**src/rtl/led_matrix_pkg.sv**
```systemverilog
// led_matrix_pkg: state codes, display constants and the level colour map
// shared by the LED matrix driver.
package led_matrix_pkg;
   localparam logic [2:0] ST_ALARM   = 3'd7;
   localparam logic [2:0] ST_RED_MIN = 3'd6;
   localparam logic [2:0] ST_YEL_MIN = 3'd4;
   localparam logic [7:0] ROW_OFF    = 8'hFF;
   localparam logic [7:0] COLS_ON    = 8'hFF;
   typedef enum logic [1:0] {OFF, GREEN, YELLOW, RED} colour_e;
   function automatic colour_e level_colour(input logic [2:0] s);
      return s >= ST_RED_MIN ? RED : s >= ST_YEL_MIN ? YELLOW : GREEN;
   endfunction
endpackage

```
**src/rtl/led_matrix_if.sv**
```systemverilog
// led_matrix_if: level code and mute button in, matrix and buzzer pins out.
interface led_matrix_if;
   logic [2:0] state;
   logic       btn7;
   logic [7:0] red_led;
   logic [7:0] green_led;
   logic [7:0] row;
   logic       beeper;
   modport master (output state, btn7, input red_led, green_led, row, beeper);
   modport slave  (input state, btn7, output red_led, green_led, row, beeper);
endinterface

```
**src/rtl/led_matrix_btn_edge.sv**
```systemverilog
// btn_edge: 2-flop synchroniser plus rising-edge pulse for the mute button.
// Only built when LED_MATRIX_BEEPER_EN is defined.
`ifdef LED_MATRIX_BEEPER_EN
module btn_edge (
   input  logic clk,
   input  logic rst,
   input  logic btn_i,
   output logic rise_o
);
   logic [2:0] sync_q;
   always_ff @(posedge clk) begin
      if (rst) sync_q <= '0;
      else     sync_q <= {sync_q[1:0], btn_i};
   end
   assign rise_o = sync_q[1] & ~sync_q[2];
endmodule
`endif

```
**src/rtl/led_matrix.sv**
```systemverilog
// led_matrix: row-scanned bar graph of the water level with a blinking red alarm.
// LED_MATRIX_BEEPER_EN adds the alarm beeper and its btn7 mute toggle.
module led_matrix
   import led_matrix_pkg::*;
#(
   parameter int SCAN_DIV  = 1,
   parameter int BLINK_DIV = 50,
   parameter int BEEP_DIV  = 2
) (
   input logic           clk,
   input logic           rst,
   led_matrix_if.slave   bus
);
   localparam int SW = SCAN_DIV  > 1 ? $clog2(SCAN_DIV)  : 1;
   localparam int BW = BLINK_DIV > 1 ? $clog2(BLINK_DIV) : 1;
   logic [SW-1:0] scan_cnt_q, scan_cnt_d;
   logic [BW-1:0] blink_cnt_q, blink_cnt_d;
   logic [2:0]    idx_q, idx_d;
   logic          phase_q, phase_d;
   logic [7:0]    row_q, row_d, red_q, red_d, green_q, green_d;
   logic          alarm, scan_wrap, blink_wrap;
   colour_e       colour;
   always_comb begin
      alarm       = bus.state == ST_ALARM;
      scan_wrap   = scan_cnt_q == SW'(SCAN_DIV - 1);
      scan_cnt_d  = scan_wrap ? '0 : scan_cnt_q + 1'b1;
      idx_d       = scan_wrap ? idx_q + 3'd1 : idx_q;
      blink_wrap  = blink_cnt_q == BW'(BLINK_DIV - 1);
      blink_cnt_d = !alarm || blink_wrap ? '0 : blink_cnt_q + 1'b1;
      phase_d     = !alarm || (phase_q ^ blink_wrap);
      // row r is lit when r >= 7 - state, i.e. r + state >= 7
      colour      = alarm ? (phase_q ? RED : OFF)
                  : ({1'b0, idx_q} + {1'b0, bus.state} >= 4'd7) ? level_colour(bus.state) : OFF;
      red_d       = colour == RED   || colour == YELLOW ? COLS_ON : '0;
      green_d     = colour == GREEN || colour == YELLOW ? COLS_ON : '0;
      row_d       = ~(8'd1 << idx_q);
   end
   always_ff @(posedge clk) begin
      if (rst) begin
         scan_cnt_q  <= '0;
         blink_cnt_q <= '0;
         idx_q       <= '0;
         phase_q     <= 1'b1;
         row_q       <= ROW_OFF;
         red_q       <= '0;
         green_q     <= '0;
      end else begin
         scan_cnt_q  <= scan_cnt_d;
         blink_cnt_q <= blink_cnt_d;
         idx_q       <= idx_d;
         phase_q     <= phase_d;
         row_q       <= row_d;
         red_q       <= red_d;
         green_q     <= green_d;
      end
   end
   assign bus.row       = row_q;
   assign bus.red_led   = red_q;
   assign bus.green_led = green_q;
`ifdef LED_MATRIX_BEEPER_EN
   localparam int PW = BEEP_DIV > 1 ? $clog2(BEEP_DIV) : 1;
   logic [PW-1:0] beep_cnt_q, beep_cnt_d;
   logic          beep_q, beep_d, mute_q, mute_d, btn_rise, beep_run, beep_wrap;
   btn_edge u_btn (.clk(clk), .rst(rst), .btn_i(bus.btn7), .rise_o(btn_rise));
   always_comb begin
      beep_run   = alarm && !mute_q;
      beep_wrap  = beep_cnt_q == PW'(BEEP_DIV - 1);
      beep_cnt_d = !beep_run || beep_wrap ? '0 : beep_cnt_q + 1'b1;
      beep_d     = beep_run && (beep_q ^ beep_wrap);
      mute_d     = alarm && (mute_q ^ btn_rise);
   end
   always_ff @(posedge clk) begin
      if (rst) begin
         beep_cnt_q <= '0;
         beep_q     <= 1'b0;
         mute_q     <= 1'b0;
      end else begin
         beep_cnt_q <= beep_cnt_d;
         beep_q     <= beep_d;
         mute_q     <= mute_d;
      end
   end
   assign bus.beeper = beep_q;
`else
   logic unused_btn;
   assign unused_btn = bus.btn7;
   assign bus.beeper = 1'b0;
`endif
endmodule

```
**src/flat_wrapper.sv**
```systemverilog
// flat-port wrapper written by rule: the top's interface ports become plain ports
module led_matrix_flat import led_matrix_pkg::*;
#(
   parameter int SCAN_DIV  = 1,
   parameter int BLINK_DIV = 50,
   parameter int BEEP_DIV  = 2
)
  (clk, rst, bus_state, bus_btn7, bus_red_led, bus_green_led, bus_row, bus_beeper);
  led_matrix_if bus_i ();
  input logic clk;
  input logic rst;
  input wire logic [$bits(bus_i.state)-1:0] bus_state;
  input wire logic [$bits(bus_i.btn7)-1:0] bus_btn7;
  output wire logic [$bits(bus_i.red_led)-1:0] bus_red_led;
  output wire logic [$bits(bus_i.green_led)-1:0] bus_green_led;
  output wire logic [$bits(bus_i.row)-1:0] bus_row;
  output wire logic [$bits(bus_i.beeper)-1:0] bus_beeper;
  assign bus_i.state = bus_state;
  assign bus_i.btn7 = bus_btn7;
  assign bus_red_led = bus_i.red_led;
  assign bus_green_led = bus_i.green_led;
  assign bus_row = bus_i.row;
  assign bus_beeper = bus_i.beeper;
  led_matrix #(.SCAN_DIV(SCAN_DIV), .BLINK_DIV(BLINK_DIV), .BEEP_DIV(BEEP_DIV)) u_core (.clk(clk), .rst(rst), .bus(bus_i));
endmodule
```
**config.mk**
```make
export PLATFORM = sky130hd
export DESIGN_NAME = led_matrix_flat
export DESIGN_NICKNAME = d
export VERILOG_FILES = /design/src/rtl/led_matrix_pkg.sv /design/src/rtl/led_matrix_if.sv /design/src/rtl/led_matrix_btn_edge.sv /design/src/rtl/led_matrix.sv /design/src/flat_wrapper.sv
export SDC_FILE = /design/constraint.sdc
export NUM_CORES = 1
export LEC_CHECK = 0
export ABC_AREA = 1
export CORE_MARGIN = 10
export CORE_UTILIZATION = 42
export DETAILED_ROUTE_END_ITERATION = 10
export GPL_TIMING_DRIVEN = 0
export PLACE_DENSITY = 0.86
export SLEW_MARGIN = 20
export SYNTH_ARGS = -nofsm -noshare
export SYNTH_HDL_FRONTEND = slang
export SYNTH_SLANG_ARGS = --single-unit
```
**constraint.sdc**
```tcl
create_clock -name clk -period 1.7 [get_ports clk]
set_input_delay 0.255 -clock clk [delete_from_list [all_inputs] [get_ports clk]]
set_output_delay 0.255 -clock clk [all_outputs]
set_load 0.01 [all_outputs]
```
==> results.ini <==
[run_status]
outcome = complete, but fails checks
violations = setup timing

[logic_synthesis]
synth.most_common_cell = dfxtp_1
syn_inst = 122
ys_warn_count = 0
synth_edf_count = 0
synth_common_cells = dfxtp_1, nand2_1, buf_4
synthArstFlopShare_pct = 0
ys_seq_elements = 21
synth_top_area_share_pct = 39.1
syn-mean-instance-area_um2 = 8.81
synthDistinctLibCells = 21
synth_area_um2 = 1070
synthFlopType = dfxtp_1
synth_area_leaders = dfxtp_1, ha_1, buf_4
yosysSeqAreaShare_pct = 39.1
synth_area_leader_cell = dfxtp_1

[die]
fp-row-count = 18
core-area_um2 = 2450
die_w_um = 70.6
start_util_pct = 43.8
pin_count = 31
fp.dieH_um = 70.6
die_area_um2 = 4980

[timing]
rsz0062_at_grt = true
period_needed_ns = 1.91
final_max_slew_viol_count = 0
fmax_mhz = 523
hold_violations = 0
timing.hold.ws_ns = 0.494
fin_ws_ns = -0.213
setup_tns_ns = -0.484
fin_skew_ns = 0.00181
post-route-period-util_pct = 113
setup_viol = 9

[route]
viasPerCell = 4.52
first_pass_iters = 3
initialDrtViolationCount = 18
drt-wirelength-per-cell_um = 12.3
routed_wl_um = 2290
drc = 0
vias = 841
ant_nets = 0

[critical_path]
r2r_setup_slack_ns = -0.21
r2r_cells = 11
r2r_start = u_core.idx_q[0]$_SDFFE_PP0N_
endpoint = u_core.bus.green_led[6]$_SDFF_PP0_
crit_required_ns = 1.90
r2r-end = u_core.bus.green_led[6]$_SDFF_PP0_
crit_fanout = 2
cp-startpoint = u_core.idx_q[0]$_SDFFE_PP0N_
crit_arrival_ns = 2.11
worstSetupPathType = reg -> reg
end_kind = register
startpoint_type = register

[power_and_ir_drop]
pwr-share-seq_pct = 49.7
cellPowerDensity_nw_per_um2 = 739
p_comb_share_pct = 28.3
ir_drop_v = 0.000772
leakagePower_nw = 0.664
intPower_w = 0.000777
switchingPower_w = 0.000299
power_w = 0.00108
switching_share_pct = 27.8
clkPwrFrac_pct = 22.0

[clock_network]
numClockSinks = 21
clock_latency_ns = 0.30
cts_max_level = 1
root_buffer = clkbuf_4
cts_tree = done
numCtsBuffers = 3
cts_buffer_depth = 2
path_clk_slew_ns = 0.11
ctsHoldBuffers = 0

[global_route]
grt_max_degree = 13
gr-total-overflow = 0
grt_pass1_wl_um = 3910
track_usage_pct = 9.36
antenna_found_initial = 0
grt_pass1_vias = 882

[layout]
multi_input_area_um2 = 522
stdcell_area_um2 = 1460
area.sequential_um2 = 425
syn2layout_area_growth_pct = 35.4
drive_above_1_share_pct = 21.2
final_util_pct = 59.3
fillers = 198
n_antenna_cell = 0
nNetsFinal = 177

[placed_design]
gp_congestion = 0.737
dpl_cell_area_um2 = 1400
io_buffer_count = 28
hpwl_um = 1900

[min_path]
hold_path_class = reg -> reg

[flow_run]
maxCapViolCount = 0

[power groups by stage]
stage	Sequential, W	Clock (W)	Combinational (W)
6_report	0.000535	0.000237	0.000305
5_1_grt	0.000539	0.000264	0.000332
4_1_cts	0.000535	0.000242	0.000308
3_5_place_dp	0.000546	0	0.000300
3_3_place_gp	0.000543	0	0.000287
2_1_floorplan	0.000547	0	0.000150
[how the worst min path moves through the flow]
stage	startpoint	end	cells after the start	slack, ns
final	u_core.blink_cnt_q[0]$_SDFF_PP0_	u_core.blink_cnt_q[0]$_SDFF_PP0_	1	0.49
after global routing	bus_state[0]	u_core.phase_q$_SDFF_PP1_	4	0.53
after CTS	u_core.blink_cnt_q[0]$_SDFF_PP0_	u_core.blink_cnt_q[0]$_SDFF_PP0_	1	0.50
after detailed placement	u_core.blink_cnt_q[0]$_SDFF_PP0_	u_core.blink_cnt_q[0]$_SDFF_PP0_	1	0.47
after global placement	u_core.blink_cnt_q[0]$_SDFF_PP0_	u_core.blink_cnt_q[0]$_SDFF_PP0_	1	0.45
after floorplan	rst	u_core.bus.green_led[6]$_SDFF_PP0_	1	0.33
[per-stage QoR]
stage	cells	setup WS, ns
6_report	186	-0.213
5_1_grt	186	-0.304
4_1_cts	186	-0.221
3_5_place_dp	181	-0.650
3_3_place_gp	181	-0.582
2_1_floorplan	123	-0.0659
[critical path: stages (launching register included)]
cell and delay, ns:
dfxtp_4 0.37, ha_4 0.16, fa_1 0.48, nand2_1 0.05, inv_1 0.06, nand3_2 0.06
nand2_1 0.07, nand2_1 0.06, a21oi_2 0.15, ha_1 0.24, inv_1 0.06, nor2_1 0.04
[routing by layer]
layer | global-route usage, % | wire [um] | up-vias
met5 | 0 | 0 | -
met4 | 3.44 | 55 | 0
met3 | 1.81 | 36 | 6
met2 | 20.7 | 1450 | 10
met1 | 7.60 | 750 | 393
li1 | - | - | 432
[state kept, by name, indices dropped and copies added, names as in the netlist]
name / count
u_core.bus.row: 8
u_core.blink_cnt_q: 6
u_core.idx_q: 3
u_core.bus.green_led: 1
u_core.bus.red_led: 1
u_core.phase_q: 1
u_core.scan_cnt_q: 1
[cell type report]
cell class	instances	area share, %
well taps	30	2.58
repair buffers	29	19.6
clock buffers	3	1.55
inverters	12	3.10
plain buffers	15	7.74
flip-flops and latches	21	29.2
clock inverters	1	0.344
multi-input cells	75	35.9
[what timing repair did]
item,CTS,global route
pin swaps,3,2
buffers inserted,1,0
endpoints found under the setup margin,16,10
resized for setup,7,0
[placed cells by master (no fill, tap or decap), types with 2 or more instances in the layout]
cell type	instances
clkdlybuf4s50_1	26
nand2_1	20
dfxtp_1	19
conb_1	2
nand3_1	4
buf_4	16
dlygate4sd2_1	2
nor3b_2	2
nand3_2	3
o21ai_0	2
a21oi_1	5
nor2_1	14
ha_1	12
clkbuf_4	3
inv_1	12
[kinds of logic after synthesis]
family	Yosys count	share of synthesized area, %
simple gates	49	23.5
xor+xnor	2	1.63
buf+inv	27	14.7
fa+ha+maj	14	17.0
flops	21	39.1
other cells	1	0.349
compound gates	8	3.73
No activity file was read; power rests on OpenSTA's default activity.
